==> src/rtl/enigma_stream.sv <==
// enigma_stream: byte-serial wrapper around a 128-bit combinational cipher.
// Collects 16 input bytes into blk_out, waits SETTLE cycles for the cipher,
// captures res_in, then streams the 16 result bytes out with handshaking.
module enigma_stream #(
  parameter int unsigned SETTLE = 2
) (
  input  logic         clk,
  input  logic         rst,
  input  logic [7:0]   in_data,
  input  logic         in_valid,
  output logic         in_ready,
  input  logic [7:0]   key_in,
  input  logic         mode_in,
  input  logic         flush,
  output logic [127:0] blk_out,
  output logic [7:0]   key_out,
  output logic         mode_out,
  input  logic [127:0] res_in,
  output logic [7:0]   out_data,
  output logic         out_valid,
  input  logic         out_ready,
  output logic         busy
);

  typedef enum logic [1:0] {S_LOAD, S_SETTLE, S_SEND} state_t;

  state_t         state;
  state_t         state_nx;
  logic [3:0]     idx;
  logic [3:0]     cnt;
  logic [127:0]   result;
  logic           accept;
  logic           xfer;
  logic           capture;
  logic [3:0]     settle_last;

  // Counter runs 0..SETTLE so the first out_valid lands SETTLE+1 cycles
  // after the edge that accepts byte 15.
  assign settle_last = 4'(SETTLE);

  // Handshake decode and output muxing
  always_comb begin
    in_ready  = (state == S_LOAD);
    out_valid = (state == S_SEND);
    accept    = in_valid & in_ready;
    xfer      = out_valid & out_ready;
    capture   = (state == S_SETTLE) && (cnt == settle_last);
    out_data  = out_valid ? result[{idx, 3'b000} +: 8] : '0;
    busy      = !((state == S_LOAD) && (idx == 4'd0));
  end

  // Next-state logic; flush overrides every transition
  always_comb begin
    state_nx = state;
    case (state)
      S_LOAD:   if (accept && idx == 4'd15) state_nx = S_SETTLE;
      S_SETTLE: if (capture)                state_nx = S_SEND;
      S_SEND:   if (xfer && idx == 4'd15)   state_nx = S_LOAD;
      default:                              state_nx = S_LOAD;
    endcase
    if (flush) state_nx = S_LOAD;
  end

  // State register
  always_ff @(posedge clk) begin
    if (rst) state <= S_LOAD;
    else     state <= state_nx;
  end

  // Datapath: byte index, settle counter, block/key/mode latches, result
  always_ff @(posedge clk) begin
    if (rst) begin
      idx      <= '0;
      cnt      <= '0;
      result   <= '0;
      blk_out  <= '0;
      key_out  <= '0;
      mode_out <= 1'b0;
    end else if (flush) begin
      idx <= '0;
      cnt <= '0;
    end else begin
      case (state)
        S_LOAD: begin
          cnt <= '0;
          if (accept) begin
            blk_out[{idx, 3'b000} +: 8] <= in_data;
            if (idx == 4'd0) begin
              key_out  <= key_in;
              mode_out <= mode_in;
            end
            idx <= idx + 4'd1;
          end
        end
        S_SETTLE: begin
          cnt <= cnt + 4'd1;
          if (capture) result <= res_in;
        end
        S_SEND: begin
          if (xfer) idx <= idx + 4'd1;
        end
        default: begin
          idx <= '0;
          cnt <= '0;
        end
      endcase
    end
  end

endmodule
==> config.mk <==
export PLATFORM = sky130hd
export DESIGN_NAME = enigma_stream
export DESIGN_NICKNAME = d
export VERILOG_FILES = /design/src/rtl/enigma_stream.sv
export SDC_FILE = /design/constraint.sdc
export NUM_CORES = 1
export LEC_CHECK = 0
export CORE_ASPECT_RATIO = 1.5
export CORE_MARGIN = 2
export CORE_UTILIZATION = 25
export CTS_CLUSTER_DIAMETER = 40
export DETAILED_ROUTE_END_ITERATION = 6
export HOLD_SLACK_MARGIN = 0.15
export MAX_ROUTING_LAYER = met4
export PLACE_DENSITY = 0.57
export SYNTH_ARGS = -nofsm -noshare
export SYNTH_HDL_FRONTEND = slang
export SYNTH_SLANG_ARGS = --single-unit
==> constraint.sdc <==
create_clock -name clk -period 3.4 [get_ports clk]
set_input_delay 0.68 -clock clk [delete_from_list [all_inputs] [get_ports clk]]
set_output_delay 0.68 -clock clk [all_outputs]
set_load 0.01 [all_outputs]
==> results of run 1 <==
[per-stage QoR]
stage	hold WS (ns)	instances	setup slack, ns
floorplan	0.432	1284	0.677
global placement	0.440	2099	0.379
detailed placement	0.446	2099	0.316
CTS	0.454	2168	0.0401
global route	0.468	2170	0.00840
finish	0.451	2170	0.126
[cells by family after synthesis]
| family | Yosys count |
|---|---|
| AO/OA/AOI/OAI | 205 |
| XOR/XNOR | 3 |
| adder cells (fa/ha/maj) | 6 |
| buffers and inverters | 96 |
| flip-flops | 275 |
| multiplexers | 168 |
| AND/OR/NAND/NOR | 531 |
[synthesized netlist by cell type, types with 2 or more instances]
master    instances  area (um^2)
o22ai_2           2         25.0
mux2_2            8         90.1
buf_2            24          120
o21ai_0          10         50.1
o22ai_1           9         56.3
ha_1              6         75.1
a31oi_1           2         12.5
buf_4             6         45.0
nor2_1           18         67.6
dfxtp_1         275         5510
o21a_1            2         15.0
nor3_1            4         20.0
a21oi_1         159          796
clkbuf_1         54          203
nor2b_1          12         75.1
buf_6             4         45.0
nand2_1         319         1200
or2_2             2         12.5
inv_1             4         15.0
and2_1            5         31.3
nand4_1           2         12.5
nor4b_2           2         30.0
nand2_2           6         37.5
nand2b_1        132          826
mux2i_1         144         1440
mux4_2           16          360
buf_1             3         11.3
nand3_1          19         95.1
a211oi_1          8         60.1
xnor2_1           2         17.5
a32oi_1           8         70.1
[worst max path at each step]
stage | from | end | cells past startpoint
finish | idx[0]$_SDFFE_PP0P_ | out_data[4] | 5
global route | idx[0]$_SDFFE_PP0P_ | out_data[6] | 5
global placement | idx[0]$_SDFFE_PP0P_ | out_data[7] | 7
detailed placement | idx[0]$_SDFFE_PP0P_ | out_data[5] | 7
CTS | idx[0]$_SDFFE_PP0P_ | out_data[6] | 5
floorplan | idx[1]$_SDFFE_PP0P_ | busy | 8
[critical path: stages (launching register included)]
cell and delay, ns:
dfxtp_4 0.45, buf_4 0.20, mux4_2 0.57, mux2i_2 0.20
o22ai_1 0.15, clkdlybuf4s50_1 0.51
[registers in the layout (all words and copies together) (netlist names)]
signal,flops
blk_out,128
cnt,4
mode_out,1
idx,4
state,2
result,128
key_out,8
[report_power, final]
| part | switching [mW] | internal (mW) |
|---|---|---|
| registers | 0.00856 | 3.23 |
| logic | 0.168 | 0.234 |
| clock network | 1.58 | 2.35 |
| total | 1.76 | 5.81 |
[layer usage]
metal | routed length (um) | share of wire
met4 | 1000 | 0.025
met1 | 16000 | 0.40
met5 | 0 | 0
met2 | 21000 | 0.53
met3 | 1820 | 0.046
[placed cells by master (no fill, tap or decap), types with 5 or more instances in the layout]
| cell | netlist | routed |
|---|---|---|
| a211oi_1 | 8 | 8 |
| a21oi_1 | 159 | 159 |
| a32oi_1 | 8 | 8 |
| and2_1 | 5 | 5 |
| buf_4 | 6 | 19 |
| clkbuf_16 | 0 | 38 |
| clkdlybuf4s50_1 | 0 | 296 |
| dfxtp_1 | 275 | 272 |
| ha_1 | 6 | 6 |
| inv_8 | 0 | 5 |
| mux2_2 | 8 | 8 |
| mux2i_1 | 144 | 143 |
| mux4_2 | 16 | 16 |
| nand2_1 | 319 | 319 |
| nand2_2 | 6 | 6 |
| nand2b_1 | 132 | 132 |
| nand3_1 | 19 | 19 |
| nor2_1 | 18 | 18 |
| nor2b_1 | 12 | 11 |
| o21ai_0 | 10 | 5 |
| o21ai_1 | 0 | 5 |
| o22ai_1 | 9 | 9 |
[timing repair]
item	4_1_cts	5_1_grt
endpoints found under the setup margin	8	8
pin swaps	0	1
resized for setup	4	5
hold buffers	0	0
setup buffers	3	0
[area by class of cell]
cell class | instances | area share
Multi-Input combinational cell | 913 | 0.345
Antenna cell | 2 | 0.000305
Clock inverter | 20 | 0.0145
Clock buffer | 46 | 0.0622
Timing Repair Buffer | 321 | 0.196
Sequential cell | 275 | 0.336
Inverter | 5 | 0.00114
Tap cell | 588 | 0.0448
==> results.cfg, run 1 <==
[worst_setup_path]
path_max_fanout = 8
worstRegToRegCells = 6
critPathKind = flip-flop to output port
crit_arrival_ns = 2.59
crit_required_ns = 2.72
rr_endpoint = blk_out[92]$_SDFFE_PP0P_
cp-end-kind = output port
r2r-start = idx[0]$_SDFFE_PP0P_
rrSetupSlack_ns = 0.65
start_kind = flip-flop

[logic_synthesis]
yosysSeqAreaShare = 0.475
synth-main-ff-cell = dfxtp_1
synthMuxAreaShare = 0.163
yosys_warnings = 0
syn_area_per_cell_um2 = 9.02
synth-xor-area-share = 0.00227
synthCells = 1284
synth-simple-area-share = 0.217
synthArstFlopShare = 0
ys_seq_elements = 275
synth.net_count = 1440
synth.distinct_cells = 48
synth_fa_ha_area_frac = 0.00648
synth_compound_area_frac = 0.0974
synth-edff-count = 0
synth_top_family_by_area = simple AND/OR/NAND/NOR gates
syn_area_mm2 = 0.0116

[route]
dr.first_iter.drc_count = 521
viasPerCell = 4.52
ant_nets = 0
firstDrtPassIters = 4
wl_per_cell_um = 18.4
vias = 9807
finalWirelength_um = 39800
drc_errors = 0

[clock_network]
clock_latency_ns = 0.53
cts.sinks = 275
h-tree-depth = 2
clock_path_buffers = 3
cts_root_buf = clkbuf_16
cts_tree = yes
path_clk_slew_ns = 0.06
cts-buffers-inserted = 38

[layout]
fillCellCount = 4615
multi_input_area_mm2 = 0.00566
ff_latch_area_mm2 = 0.00551
design_area_mm2 = 0.0164
nets = 1710
area_growth_pct = 41.7
post-route-util = 0.359
drive_gt1_frac = 0.0861

[timing]
fmax_ghz = 0.305
tns_ns = 0
rsz0062_at_grt = false
worstMarginPinSlew_ns = 1.11
skew_ns = 0.0171
hold_violations = 0
setup_viol = 0
drv_slew = 0
finalCritPeriodShare = 0.963
fin_crit_ns = 3.27
slew_headroom = 0.254

[floorplanning]
start_util = 0.253
die_x_um = 180
core_area_mm2 = 0.0458
row_count = 96
ios = 298
die_y_um = 268
dieArea_mm2 = 0.0481

[hold_path]
min_from = blk_out[1]$_SDFFE_PP0P_
min_path_cells = 2
min_path_type = flip-flop to flip-flop
hold_end = blk_out[1]$_SDFFE_PP0P_

[place]
routabilityCongestion = 0.843
dp_hpwl_um = 29300
dpl_cell_area_mm2 = 0.0151
io_buffers = 297

[power_and_ir_drop]
powerDensity_mw_per_mm2 = 461
ir_drop_mv = 0.250
total_power_mw = 7.57
p_leak_nw = 5.91

[grt]
grt_pass1_wl_um = 60000
busiest_layer = met2
grt_overflow = 0
grt_max_degree = 162
gr-usage-met2 = 0.302
grt_antenna_before_repair = 2
use_met3 = 0.0271
grt_pass1_vias = 10100
grt_usage = 0.164
met1_usage = 0.181

[run_status]
outcome = complete, no violations

[run]
drv_cap = 0
Power figures use the tool's default switching activity.
==> run 2: changes to the inputs <==
PLACE_DENSITY = 0.58   (was 0.57)
clock period = 2.9 ns   (was 3.4 ns; I/O delays follow)
==> results.cfg, run 2 (same netlist as run 1, synthesis figures left out) <==
[run_status]
outcome = complete, no violations

[worst_setup_path]
max_stage_delay_ns = 0.54
cp-end-kind = output port
start_kind = flip-flop
critPathBufInv = 3
crit_arrival_ns = 2.24
cpMostUsedCell = buf_12
crit_required_ns = 2.32
critical_path.slowest_cell = mux4_2
path_max_fanout = 5
critPathKind = flip-flop to output port
crit_family = multiplexers
path_cells = buf_12 -> buf_12 -> mux4_2 -> mux2i_2 -> o22ai_2 -> buf_2

[clock_network]
h-tree-depth = 2
clock_latency_ns = 0.54
cts_hold_buffers = 0
cts-buffers-inserted = 38
cts.sinks = 275
cts_root_buf = clkbuf_16
cts_tree = yes
clock_path_buffers = 3
path_clk_slew_ns = 0.06

[timing]
skew_ns = 0.0262
worstMarginPinSlew_ns = 1.13
setup_viol = 0
slew_headroom = 0.243
fmax_ghz = 0.355
drv_slew = 0
holdWs_ns = 0.450
fin_crit_ns = 2.82
finalCritPeriodShare = 0.971
rsz0062_at_grt = false
hold_violations = 0
setup_slack_ns = 0.0844

[layout]
area_growth_pct = 44.6
most-common-layout-cells = nand2_1 (319), clkdlybuf4s50_1 (287), dfxtp_1 (272)
top_regs = blk_out: 128 flops, result: 128 flops, key_out: 8 flops
drive_gt1_frac = 0.114
final_common_cell = nand2_1
fillCellCount = 4624
post-route-util = 0.366
nets = 1723
final_cells = 2187

[route]
vias = 9949
finalWirelength_um = 39600
wl_per_cell_um = 18.1
ant_nets = 0
viasPerCell = 4.55
drc_errors = 0
dr.first_iter.drc_count = 448
firstDrtPassIters = 7

[place]
dp_hpwl_um = 29000
routabilityCongestion = 0.786
dp_cells = 2102
io_buffers = 297
preCtsSetupSlack_ns = 0.0458

[grt]
met1_usage = 0.181
busiest_layer = met2
gr-usage-met2 = 0.296
use_met3 = 0.0249
grt_overflow = 0
grt_pass1_vias = 9889
grt_antenna_before_repair = 2
grt_max_degree = 144
grt_usage = 0.163
grt_pass1_wl_um = 58700

[floorplanning]
dieArea_mm2 = 0.0481
die_x_um = 180
die_y_um = 268
ios = 298
core_area_mm2 = 0.0458
row_count = 96
start_util = 0.253

[power_and_ir_drop]
p_leak_nw = 6.08
total_power_mw = 9.22
powerDensity_mw_per_mm2 = 551
ir_drop_mv = 0.303

[run]
drv_cap = 0

[hold_path]
min_path_type = flip-flop to flip-flop
## run 2: cell count changes in the layout (fill, tap and decap cells not counted), moves of 4 or more
| cell | previous run | this run |
|---|---|---|
| o21ai_1 | 5 | 0 |
| clkdlybuf4s50_1 | 296 | 287 |
| o22ai_2 | 2 | 8 |
| inv_8 | 5 | 1 |
| buf_4 | 19 | 24 |
| o21ai_2 | 0 | 8 |
| clkinv_2 | 1 | 5 |
| o22ai_1 | 9 | 3 |
| buf_2 | 0 | 8 |
## run 2: layout make-up
type | count | area, um^2 | area share
clock inverter | 23 | 317 | 0.0189
sequential | 275 | 5510 | 0.329
multi-input combinational | 913 | 5750 | 0.343
clock buffer | 46 | 1030 | 0.0616
tap | 588 | 736 | 0.0439
antenna | 3 | 7.51 | 0.000448
timing repair buffer | 334 | 3370 | 0.201
inverter | 5 | 20.0 | 0.00120
## run 2: repair_timing
item                                    CTS  global route
setup buffers                            10             0
gates resized for setup                  62            10
endpoints found under the setup margin    9             6
pin swaps                                 4             2
gates cloned                              3             0
endpoints found under the hold margin     0             0
## run 2: per-layer routing
metal | vias up | part of all wire
met1 | 4705 | 0.40
met5 | - | 0
met2 | 292 | 0.53
li1 | 4890 | -
met4 | 0 | 0.027
met3 | 62 | 0.048
## run 2: path summary, 6_finish.rpt
path                           start                        to  slack [ns]  cells after the start
max reg2reg      idx[1]$_SDFFE_PP0P_  blk_out[91]$_SDFFE_PP0P_        0.25                      5
min reg2reg  result[62]$_SDFFE_PP0P_   result[62]$_SDFFE_PP0P_        0.45                      2
min          result[62]$_SDFFE_PP0P_   result[62]$_SDFFE_PP0P_        0.45                      2
max              idx[0]$_SDFFE_PP0P_               out_data[5]        0.08                      6
## run 2: through the flow
| stage | instance area (um^2) | TNS, ns |
|---|---|---|
| after global placement | 15100 | -0.00301 |
| final | 16700 | 0 |
| after global routing | 16700 | 0 |
| after CTS | 16700 | -0.00545 |
| after floorplan | 11600 | 0 |
| after detailed placement | 15100 | 0 |
## run 2: worst min-delay path, cell delays in order (launching register included)
cell	delay, ns
dfxtp_1	0.30
nand2_1	0.05
a21oi_1	0.05
## run 2: where the power goes
part	switching [mW]	internal, mW	leakage (nW)
Sequential	0.00826	3.79	2.22
Combinational	0.211	0.295	3.21
Clock	1.87	3.04	0.650
==> run 3: changes to the inputs <==
SLEW_MARGIN = 30   (was unset)
==> results.cfg, run 3 (same netlist as run 1, synthesis figures left out) <==
[grt]
use_met3 = 0.0258
grt_pass1_vias = 9788
grt_overflow = 0
gr-usage-met2 = 0.293
grt_usage = 0.163
grt_max_degree = 144
met1_usage = 0.184
grt_antenna_before_repair = 0
busiest_layer = met2
grt_pass1_wl_um = 58700

[route]
drc_errors = 0
vias = 9864
firstDrtPassIters = 5
dr.first_iter.drc_count = 484
ant_nets = 0
viasPerCell = 4.52
finalWirelength_um = 39400
wl_per_cell_um = 18.1

[floorplanning]
die_x_um = 180
row_count = 96
core_area_mm2 = 0.0458
ios = 298
dieArea_mm2 = 0.0481
start_util = 0.253
die_y_um = 268

[timing]
fmax_ghz = 0.358
finalCritPeriodShare = 0.964
drv_slew = 0
setup_viol = 0
slew_headroom = 0.383
holdWs_ns = 0.451
skew_ns = 0.0201
tns_ns = 0
fin_crit_ns = 2.80
worstMarginPinSlew_ns = 0.924
hold_violations = 0

[clock_network]
path_clk_slew_ns = 0.05
cts.sinks = 275
h-tree-depth = 2
clock_latency_ns = 0.53
cts_hold_buffers = 0
clock_path_buffers = 3
cts_root_buf = clkbuf_16
cts_tree = yes
cts-buffers-inserted = 38

[power_and_ir_drop]
clkPwrFrac = 0.518
p_leak_nw = 6.01
p_sw_frac = 0.233
intPower_mw = 6.82
combPwrFrac = 0.055
power_frac_seq = 0.427
ir_drop_mv = 0.295
powerDensity_mw_per_mm2 = 537
p_switching_mw = 2.08

[worst_setup_path]
crit_required_ns = 2.32
r2r-start = idx[0]$_SDFFE_PP0P_
cp-end-kind = output port
start_kind = flip-flop
cp-startpoint = idx[0]$_SDFFE_PP0P_
rrSetupSlack_ns = 0.29
rr_endpoint = blk_out[1]$_SDFFE_PP0P_
critPathKind = flip-flop to output port
crit_path_end = out_data[3]
path_max_fanout = 10
worstRegToRegCells = 10
crit_arrival_ns = 2.22

[layout]
nets = 1720
fillCellCount = 4611
area_growth_pct = 43.1
most-common-layout-cells = nand2_1 (319), clkdlybuf4s50_1 (287), dfxtp_1 (272)
final_common_cell = nand2_1
drive_gt1_frac = 0.112
top_regs = blk_out: 128 flops, result: 128 flops, key_out: 8 flops
antennaDiodeCount = 0

[run_status]
outcome = complete, no violations

[place]
io_buffers = 297
dp_hpwl_um = 28900
routabilityCongestion = 0.786

[hold_path]
min_path_type = flip-flop to flip-flop

[run]
drv_cap = 0
==> run 3: worst min path at each step <==
stage | cells past startpoint | startpoint | slack [ns] | end
after CTS | 2 | result[62]$_SDFFE_PP0P_ | 0.45 | result[62]$_SDFFE_PP0P_
after global placement | 2 | result[82]$_SDFFE_PP0P_ | 0.44 | result[82]$_SDFFE_PP0P_
after detailed placement | 2 | result[62]$_SDFFE_PP0P_ | 0.44 | result[62]$_SDFFE_PP0P_
after global routing | 2 | key_out[6]$_SDFFE_PP0P_ | 0.47 | key_out[6]$_SDFFE_PP0P_
after floorplan | 2 | result[16]$_SDFFE_PP0P_ | 0.43 | result[16]$_SDFFE_PP0P_
final | 2 | result[117]$_SDFFE_PP0P_ | 0.45 | result[117]$_SDFFE_PP0P_
==> run 3: worst max-delay path: stages, from the launching register on <==
cell and delay (ns):
dfxtp_4 0.42, buf_12 0.12, buf_16 0.14, mux4_2 0.56, mux2i_1 0.15, o22ai_1 0.12
buf_2 0.18
==> run 3: routing by layer <==
layer / routed length (um) / part of all wire
met5: 0 / 0
met2: 20800 / 0.53
met4: 1140 / 0.029
met3: 1770 / 0.045
met1: 15700 / 0.40
==> run 3: cell type report <==
type | instances | area [um^2] | share of cell area
Clock buffer | 46 | 1050 | 0.0636
Tap cell | 588 | 736 | 0.0444
Sequential cell | 275 | 5510 | 0.333
Inverter | 5 | 23.8 | 0.00143
Clock inverter | 22 | 219 | 0.0132
Timing Repair Buffer | 331 | 3280 | 0.198
Multi-Input combinational cell | 913 | 5750 | 0.347
==> run 3: timing repair <==
item,CTS,global route
gates cloned,1,0
endpoints found under the hold margin,0,0
endpoints found under the setup margin,9,7
gates resized for setup,57,10
setup buffers,8,1
pin swaps,2,0
==> run 3: per-stage QoR <==
step | utilization | cells | area, um^2 | setup slack, ns | power (mW)
2_1_floorplan | - | 1284 | 11600 | 0.241 | 4.05
3_3_place_gp | 0.330 | 2102 | 15100 | -0.00301 | 4.36
3_5_place_dp | 0.330 | 2102 | 15100 | 0.0300 | 4.36
4_1_cts | 0.362 | 2179 | 16600 | -0.0209 | 9.03
5_1_grt | 0.362 | 2180 | 16600 | -0.00861 | 9.21
6_report | 0.362 | 2180 | 16600 | 0.105 | 8.90
==> run 3: power by group through the flow <==
stage	Sequential [mW]	Combinational (mW)	Clock (mW)
after floorplan	3.88	0.166	0
after global placement	3.88	0.477	0
after detailed placement	3.88	0.478	0
after CTS	3.80	0.498	4.74
after global routing	3.80	0.524	4.89
final	3.80	0.493	4.61
==> RTL change: new RTL, settings of run 1 <==
Encoding of `state_t`: now one-hot (3 bits for 3 states).
--- a/src/rtl/enigma_stream.sv
+++ b/src/rtl/enigma_stream.sv
@@ -22,7 +22,7 @@
   output logic         busy
 );
 
-  typedef enum logic [1:0] {S_LOAD, S_SETTLE, S_SEND} state_t;
+  typedef enum logic [2:0] {S_LOAD = 3'b001, S_SETTLE = 3'b010, S_SEND = 3'b100} state_t;
 
   state_t         state;
   state_t         state_nx;
Formal check against the unedited RTL: no difference found for any inputs over 4 cycles, from zero or initial values and one cycle with rst high; so few cycles prove little.
==> RTL change against run 1 <==
Wire length decreased by 2.1%; global-route usage fell by 0.49 points; first-iteration DRC count fell by 18%; critical path type unchanged; final area up 1.3%; sequential cell count up 1; power rose by 1.5%; clock skew up 0.0036 ns; area after synthesis increased by 2.6%; die area rose by 2.6%; largest cell class unchanged; setup slack worse by 0.027 ns.
==> RTL change: results (changes against run 1) <==
| Metric | Value |
|---|---|
| Status | finished clean (unchanged) |
| Count of multi-input gates | 892 (was 913) |
| Seq pwr share | 42.3% (was 42.8%) |
| Number of global-route vias before repair | 9,995 (was 10,100) |
| Post-Synthesis Cells | 1,266 (was 1,284) |
| N_taps | 594 (was 588) |
| Adder-cell share of the synthesized area | 0.632% (was 0.648%) |
| Metal-1 WL | 15,400 um (was 16,000 um) |
| Peak VDD IR | 0.000273 V (was 0.000250 V) |
| Drt total wl | 39,000 um (was 39,800 um) |
| Initial DRC count | 429 (was 521) |
| Leakage | 0.00580 uW (was 0.00591 uW) |
| Wirelength per Cell | 18.1 um (was 18.4 um) |
| Final-layout clock-cell area share | 7.80% (was 7.67%) |
| CP arrival | 2.62 ns (was 2.59 ns) |
| Non-clock buffers, area share | 19.3% (was 19.6%) |
| Placed cell areas | 15,200 sq um (was 15,100 sq um) |
| Met1 Track Usage GR | 17.5% (was 18.1%) |
| Cell area after layout | 16,600 sq um (was 16,400 sq um) |
| Normalized max-slew margin | 39.5% (was 25.4%) |
| Seq cells post-synth | 276 (was 275) |
| Nonclk inv count | 6 (was 5) |
| Comb pwr | 426 uW (was 402 uW) |
| Multi-input logic area | 5810 sq um (was 5660 sq um) |
| Place WS | 0.314 ns (was 0.316 ns) |
| Synth Net Count | 1,422 (was 1,440) |
| Multiplexer area fraction after synthesis | 18.3% (was 16.3%) |
| Dpl hpwl | 28,600 um (was 29,300 um) |
| Overall Global Routing Usage | 16.0% (was 16.4%) |
| Largest net degree at the start of global routing | 110 (was 162) |
| CTS resizes | 2 (was 4) |
RTL change: cell types whose count changed in the layout (fill, tap and decap cells not counted), sizes merged, moves of 5 or more:
| cell | run 1 | this run |
|---|---|---|
| nand3 | 20 | 44 |
| a32oi | 8 | 0 |
| nand2 | 325 | 290 |
| and3 | 0 | 9 |
| o21ai | 10 | 5 |
| and2 | 5 | 0 |
| mux2 | 8 | 0 |
| a211oi | 8 | 1 |
| buf | 25 | 19 |
| mux4 | 16 | 32 |
| a21oi | 159 | 148 |
RTL change: worst paths after layout:
path / from / to / slack (ns) / cells past startpoint
max: idx[0] / out_data[4] / 0.1 / 6
min: blk_out[3] / blk_out[3] / 0.45 / 2
max reg2reg: idx[0] / blk_out[91] / 0.77 / 7
min reg2reg: blk_out[3] / blk_out[3] / 0.45 / 2
RTL change: critical path, cell delays in order, from the launching register on:
cell	delay, ns
dfxtp_4	0.36
buf_12	0.15
buf_16	0.18
mux4_2	0.52
mux2i_1	0.24
o22ai_1	0.13
clkdlybuf4s50_1	0.53
